--- src/rtl/mem_arb_pkg.sv ---
// mem_arb_pkg: shared state encoding and owner constants for the unified memory arbiter
package mem_arb_pkg;
  typedef enum logic [1:0] {IDLE = 2'd0, WAIT = 2'd1, RESP = 2'd2} state_e;
  localparam logic OWN_IF = 1'b0;
  localparam logic OWN_DM = 1'b1;
endpackage

--- src/rtl/mem_arb_latency_counter.sv ---
// mem_arb_latency_counter: counts the fixed memory latency down from issue to capture
module mem_arb_latency_counter #(
  parameter int MEM_LATENCY = 2
) (
  input  logic clk,
  input  logic reset,
  input  logic load,
  input  logic dec,
  output logic zero
);
  localparam int CW = $clog2(MEM_LATENCY + 1);
  localparam logic [CW-1:0] LOAD_VAL = CW'(MEM_LATENCY - 1);
  logic [CW-1:0] cnt_q, cnt_d;
  // load on grant, count down while waiting, hold at zero
  always_comb cnt_d = load ? LOAD_VAL : (dec && cnt_q != '0) ? cnt_q - CW'(1) : cnt_q;
  // counter register
  always_ff @(posedge clk) begin
    if (reset) cnt_q <= '0;
    else cnt_q <= cnt_d;
  end
  assign zero = cnt_q == '0;
endmodule

--- src/rtl/unified_memory_arbiter.sv ---
// unified_memory_arbiter: round-robin sharing of one fixed-latency memory between fetch and data ports
module unified_memory_arbiter
  import mem_arb_pkg::*;
#(
  parameter int DATA_WIDTH  = 32,
  parameter int MEM_LATENCY = 2
) (
  input  logic                  clk,
  input  logic                  reset,
  input  logic                  if_req,
  input  logic [DATA_WIDTH-1:0] if_addr,
  output logic [DATA_WIDTH-1:0] if_rdata,
  output logic                  if_ready,
  input  logic                  dm_req,
  input  logic                  dm_we,
  input  logic [DATA_WIDTH-1:0] dm_addr,
  input  logic [DATA_WIDTH-1:0] dm_wdata,
  output logic [DATA_WIDTH-1:0] dm_rdata,
  output logic                  dm_ready,
  output logic                  mem_en,
  output logic                  mem_we,
  output logic [DATA_WIDTH-1:0] mem_addr,
  output logic [DATA_WIDTH-1:0] mem_wdata,
  input  logic [DATA_WIDTH-1:0] mem_rdata,
  output logic                  pipe_stall
);
  state_e state_q, state_d;
  logic owner_q, owner_d, last_q, last_d, we_q, we_d;
  logic if_ready_q, if_ready_d, dm_ready_q, dm_ready_d;
  logic [DATA_WIDTH-1:0] if_rdata_q, if_rdata_d, dm_rdata_q, dm_rdata_d;
  logic winner, grant, done, zero;
  mem_arb_latency_counter #(.MEM_LATENCY(MEM_LATENCY)) u_cnt (
    .clk(clk),
    .reset(reset),
    .load(grant),
    .dec(state_q == WAIT),
    .zero(zero)
  );
  // grant/issue in IDLE, count down in WAIT, pulse ready in RESP
  always_comb begin
    winner = (if_req && dm_req) ? ~last_q : (dm_req ? OWN_DM : OWN_IF);
    grant = state_q == IDLE && !reset && (if_req || dm_req);
    done = state_q == WAIT && zero;
    state_d = state_q == IDLE ? (grant ? WAIT : IDLE) : state_q == WAIT ? (zero ? RESP : WAIT) : IDLE;
    owner_d = grant ? winner : owner_q;
    last_d = grant ? winner : last_q;
    we_d = grant ? (winner == OWN_DM) && dm_we : we_q;
    if_ready_d = done && owner_q == OWN_IF;
    dm_ready_d = done && owner_q == OWN_DM;
    if_rdata_d = if_ready_d ? mem_rdata : if_rdata_q;
    dm_rdata_d = (dm_ready_d && !we_q) ? mem_rdata : dm_rdata_q;
    mem_en = grant;
    mem_we = grant && winner == OWN_DM && dm_we;
    mem_addr = !grant ? '0 : (winner == OWN_DM ? dm_addr : if_addr);
    mem_wdata = (grant && winner == OWN_DM) ? dm_wdata : '0;
  end
  // state, ownership and response registers
  always_ff @(posedge clk) begin
    if (reset) begin
      state_q <= IDLE;
      owner_q <= OWN_IF;
      last_q <= OWN_IF;
      we_q <= 1'b0;
      if_ready_q <= 1'b0;
      dm_ready_q <= 1'b0;
      if_rdata_q <= '0;
      dm_rdata_q <= '0;
    end else begin
      state_q <= state_d;
      owner_q <= owner_d;
      last_q <= last_d;
      we_q <= we_d;
      if_ready_q <= if_ready_d;
      dm_ready_q <= dm_ready_d;
      if_rdata_q <= if_rdata_d;
      dm_rdata_q <= dm_rdata_d;
    end
  end
  assign if_ready = if_ready_q;
  assign dm_ready = dm_ready_q;
  assign if_rdata = if_rdata_q;
  assign dm_rdata = dm_rdata_q;
  assign pipe_stall = (if_req && !if_ready_q) || (dm_req && !dm_ready_q);
endmodule

--- config.mk ---
export PLATFORM = sky130hd
export DESIGN_NAME = unified_memory_arbiter
export DESIGN_NICKNAME = d
export VERILOG_FILES = /design/src/rtl/mem_arb_pkg.sv /design/src/rtl/mem_arb_latency_counter.sv /design/src/rtl/unified_memory_arbiter.sv
export SDC_FILE = /design/constraint.sdc
export NUM_CORES = 1
export LEC_CHECK = 0
export CAP_MARGIN = 20
export CORE_UTILIZATION = 34
export DETAILED_ROUTE_END_ITERATION = 10
export PLACE_DENSITY = 0.77
export SKIP_CTS_REPAIR_TIMING = 1
export SYNTH_ARGS = -nofsm -noshare
export SYNTH_HDL_FRONTEND = slang
export SYNTH_SLANG_ARGS = --single-unit
--- constraint.sdc ---
create_clock -name clk -period 1.5 [get_ports clk]
set_input_delay 0.3 -clock clk [delete_from_list [all_inputs] [get_ports clk]]
set_output_delay 0.3 -clock clk [all_outputs]
set_load 0.005 [all_outputs]
== Yosys cells after proc, flatten, opt, wreduce, memory -nomap -nowiden ==
Cells that the tools add are included.

* Output and inout bits: 133
* Flip-flop bits (word level): 72

* Bitwise operators: 1
* Eq/ne operators: 1
* Multiplexer cells: 11
* Reduce and logical (&&, ||, !) cells: 24
* Add/subtract/negate cells: 1

{| class="wikitable"
|+ Operators by type and width
! cell !! count
|-
| $mux W32 || 3
|-
| $logic_and A1 B1 Y1 || 13
|-
| $mux W2 || 3
|-
| $mux W1 || 5
|-
| $logic_not A1 Y1 || 4
|-
| $logic_not A2 Y1 || 2
|-
| $reduce_bool A2 Y1 || 2
|-
| $eq A2 B1 Y1 const B || 1
|-
| $logic_or A1 B1 Y1 || 2
|-
| $reduce_or A2 Y1 || 1
|-
| $sub A2 B1 Y2 const B || 1
|-
| $not A1 Y1 || 1
|}

== Depth between registers and ports, before layout ==
* Depth after elaboration: 5
* Gate-level depth with buffers: 7

== By module ==
A second synthesis with hierarchy kept.

* Cell total of the unflattened synthesis: 462
* Area, all modules: 3,487.1 sq um

{| class="wikitable"
|+ By module, submodules not included
! module !! seq. area each (sq um) !! times used !! area an instance (sq um) !! cells each
|-
| unified_memory_arbiter || 1,401.3 || 1 || 3,363.2 || 451
|-
| mem_arb_latency_counter || 40.0 || 1 || 123.9 || 11
|}

== Worst setup path after synthesis ==
Ideal clock, no wire load.

* Path type: register to output
* Start: reg state_q[1]
* End: out mem_addr[10]
* Stages on the path, launching flop included: 5
* Data arrival time: 1.150 ns
* Setup slack: 0.050 ns
* Path buffers: 1
* Data required time: 1.200 ns
* Path through: dfxtp_1 > nor3_2 > o21ai_2 > buf_6 > a21oi_1

* Longest elaborated chain between the ends: 4

{| class="wikitable"
|+ RTL lines
! element !! line !! source
|-
| start, declared || unified_memory_arbiter.sv:27 || <nowiki>state_e state_q, state_d;</nowiki>
|-
| start signal, assigned || unified_memory_arbiter.sv:69 || <nowiki>state_q <= state_d;</nowiki>
|-
| $logic_not A2 Y1 || unified_memory_arbiter.sv:42 || <nowiki>grant = state_q == IDLE && !reset && (if_req || dm_req);</nowiki>
|-
| $logic_and A1 B1 Y1 (2 in a row) || unified_memory_arbiter.sv:42 ||
|-
| $mux W32 || unified_memory_arbiter.sv:54 || <nowiki>mem_addr = !grant ? '0 : (winner == OWN_DM ? dm_addr : if_addr);</nowiki>
|-
| end, declared || unified_memory_arbiter.sv:22 || <nowiki>output logic [DATA_WIDTH-1:0] mem_addr,</nowiki>
|}

No other way between the ends.

== Final worst setup path ==
* Start: reg last_q
* End: out mem_wdata[4]

* Longest elaborated chain between the ends: 4

{| class="wikitable"
|+ RTL lines
! element !! line !! source
|-
| start, declared || unified_memory_arbiter.sv:28 || <nowiki>logic owner_q, owner_d, last_q, last_d, we_q, we_d;</nowiki>
|-
| start signal, assigned || unified_memory_arbiter.sv:71 || <nowiki>last_q <= last_d;</nowiki>
|-
| $not A1 Y1 || - ||
|-
| $mux W1 || unified_memory_arbiter.sv:41 || <nowiki>winner = (if_req && dm_req) ? ~last_q : (dm_req ? OWN_DM : OWN_IF);</nowiki>
|-
| $logic_and A1 B1 Y1 || unified_memory_arbiter.sv:55 || <nowiki>mem_wdata = (grant && winner == OWN_DM) ? dm_wdata : '0;</nowiki>
|-
| $mux W32 || unified_memory_arbiter.sv:55 ||
|-
| end, declared || unified_memory_arbiter.sv:23 || <nowiki>output logic [DATA_WIDTH-1:0] mem_wdata,</nowiki>
|}

No other way between the ends.

==> results.json <==
{
  "synth.distinct_cells": 31,
  "cp-start-kind": "register",
  "crit_path_frequent_cell": "buf_6",
  "final_cell_mix": "191 x nand2_1, 131 x clkdlybuf4s50_1, 68 x dlymetal6s2s_1, 51 x dfxtp_1, 45 x a21oi_1",
  "ir_worst_vdd_mv": 0.738,
  "fin_util_pct": 73.7,
  "critPathTopFamily": "buffers and inverters",
  "grt_busiest_layer": "met2",
  "clockBufferDepth": 2,
  "routed_wirelength_um": 16600,
  "netlist_top_cells_area": "dfxtp_1 42%, nand2_1 21%, a21oi_1 9.4%",
  "met3_usage_pct": 9.29,
  "slew_headroom_pct": 69.2,
  "dieArea_um2": 10600,
  "cts_sinks": 72,
  "syn2layout_area_growth_pct": 109,
  "path_max_fanout": 6,
  "place_congestion": 0.892,
  "status": "finished with violations",
  "report.final.slew_viol_count": 0,
  "clk_latency_ns": 0.34,
  "layout.nets": 882,
  "layout_commonest_cell": "nand2_1",
  "dr.pass1.iters": 4,
  "worstPathCellList": "a21boi_4 -> buf_6 -> buf_6 -> clkbuf_16 -> and3_4 -> buf_6",
  "power.density_nw_per_um2": 710,
  "rows": 36,
  "worst_slack_ns": -0.410,
  "io_pins": 266,
  "critical_path.max_stage_delay_ns": 0.37,
  "grt_max_degree": 52,
  "violations": "setup timing",
  "remaining_drc_errors": 0,
  "power_frac_clock_pct": 30.0,
  "via_per_inst": 4.95,
  "min_period_over_period_pct": 127,
  "final-setup-viol-count": 66,
  "fin_hold_ws_ns": 0.456,
  "clockRootBuffer": "clkbuf_8",
  "synthCells": 459,
  "placedCellCount": 845,
  "required_ns": 1.20,
  "drt_iter0_drc": 184,
  "grt_use_total_pct": 26.4,
  "p_int_w": 0.00367,
  "h-tree-depth": 3,
  "slowest_stage": "dfxtp_4",
  "fin_skew_ns": 0.0110,
  "wl_per_cell_um": 18.7,
  "reg2reg_from": "state_q[1]$_SDFF_PP0_",
  "synth-seq-cells": 72,
  "netlist_area_um2": 3460,
  "cp.buffers_inverters": 4,
  "port_buffers": 265,
  "p_switching_w": 0.00146,
  "fin_crit_ns": 1.91,
  "crit_path_start": "last_q$_SDFFE_PP0P_",
  "globalRouteMet2Util_pct": 46.4,
  "grt_pass1_vias": 4090,
  "min_path_type": "reg2reg",
  "syn_area_per_cell_um2": 7.53,
  "comb_power_share_pct": 30.5,
  "maxCapViolations": 0,
  "layout.cells.non_filler": 887,
  "tritoncts": "built",
  "ff_latch_area_um2": 1470,
  "synth_top_area_share_pct": 41.7,
  "drive_gt1_share_pct": 28.3,
  "seqPwrFrac_pct": 39.5,
  "ys_warn_count": 0,
  "ant_nets": 0,
  "critPathKind": "reg2out",
  "grt_antenna_before_repair": 1,
  "hold_viol_final": 0,
  "grt_overflow": 0,
  "grt_pass1_wl_um": 20900,
  "pre_cts_ws_ns": -1.01,
  "yosysTopAreaCell": "dfxtp_1",
  "max_freq_mhz": 523,
  "numCtsBuffers": 9,
  "initial_core_util_pct": 35.2,
  "die_w_um": 103,
  "leakagePower_nw": 4.04,
  "dpl.hpwl_um": 11200,
  "die_height_um": 103,
  "fill_cells": 747,
  "clk_pin_slew_ns": 0.08,
  "dr_total_vias": 4395,
  "multi_input_area_um2": 2020,
  "synth_nets": 593,
  "endpoint_kind": "output pin",
  "worst_slew_pin_slew_ns": 0.462,
  "power.share.switching_pct": 28.5,
  "use_met1_pct": 28.6,
  "rsz0062_at_grt": "yes",
  "core_um2": 9820,
  "cp_data_arrival_time_ns": 1.61,
  "yosysSeqAreaShare_pct": 41.7,
  "min_from": "dm_rdata[2]$_SDFFE_PP0P_"
}
-- layout make-up --
| class | count | share of cell area [%] |
|---|---|---|
| timing repair buffer | 317 | 46.3 |
| multi-input combinational | 342 | 28.0 |
| clock buffer | 10 | 1.76 |
| antenna | 1 | 0.0346 |
| clock inverter | 6 | 0.934 |
| tap | 133 | 2.30 |
| inverter | 6 | 0.311 |
| sequential | 72 | 20.4 |
-- power groups by stage --
| stage | logic, W | clock network [W] | registers (W) |
|---|---|---|---|
| final | 0.00157 | 0.00154 | 0.00203 |
| after floorplan | 0.000441 | 0 | 0.00207 |
| after global routing | 0.00166 | 0.00167 | 0.00204 |
| after global placement | 0.00130 | 0 | 0.00206 |
| after detailed placement | 0.00131 | 0 | 0.00207 |
| after CTS | 0.00132 | 0.00156 | 0.00202 |
-- synth_stat cells (all sizes together) --
cell	n
nand2	192
dfxtp	72
a21oi	65
and3	33
mux2i	32
buf	21
clkbuf	18
inv	6
nor2	2
nor3	2
nor3b	2
a2111oi	1
a21bo	1
a21boi	1
a31o	1
a32o	1
and2	1
and4bb	1
ha	1
nand3b	1
nand4bb	1
o21a	1
o21ai	1
o22ai	1
xnor2	1
-- path summary, 6_finish.rpt --
kind,end,slack (ns),depth (start not counted)
setup / recovery,mem_wdata[4],-0.41,6
hold reg to reg,dm_rdata[2]$_SDFFE_PP0P_,0.46,2
hold / removal,dm_rdata[2]$_SDFFE_PP0P_,0.46,2
setup reg to reg,dm_rdata[14]$_SDFFE_PP0P_,0.01,6
-- stage by stage --
step,total power (W),instance area [um2],TNS [ns]
2_1_floorplan,0.00251,3460,0
3_3_place_gp,0.00336,6330,-63.74
3_5_place_dp,0.00338,6330,-68.65
4_1_cts,0.00490,6520,-59.34
5_1_grt,0.00536,7240,-28.49
6_report,0.00513,7240,-23.26
-- sequential cells by signal, indices dropped and copies added (netlist names) --
register	cells
state_q	2
u_cnt.cnt_q	2
if_ready	1
we_q	1
dm_rdata	32
dm_ready	1
last_q	1
if_rdata	32
-- per-layer routing --
layer / vias to the layer above / wire (um)
li1: 2086 / -
met1: 2088 / 6160
met2: 191 / 8420
met3: 30 / 1450
met4: 0 / 520
met5: - / 0
-- cells by family (layout without fill, tap and decap cells) --
kind of cell,after synthesis,count (layout),share of synthesized area (%)
flops,72,72,41.7
compound gates,73,73,11.4
mux,32,32,9.26
xor+xnor,1,1,0.253
fa+ha+maj,1,1,0.362
buf+inv,45,339,7.78
other cells,0,1,0
simple gates,235,235,29.3
-- worst min-delay path, delay by kind of cell (launching register included) --
| family | cells | cell delay [ns] |
|---|---|---|
| flops | 1 | 0.32 |
| simple gates | 1 | 0.05 |
| mux | 1 | 0.05 |
No activity file was read; power rests on OpenSTA's default activity.
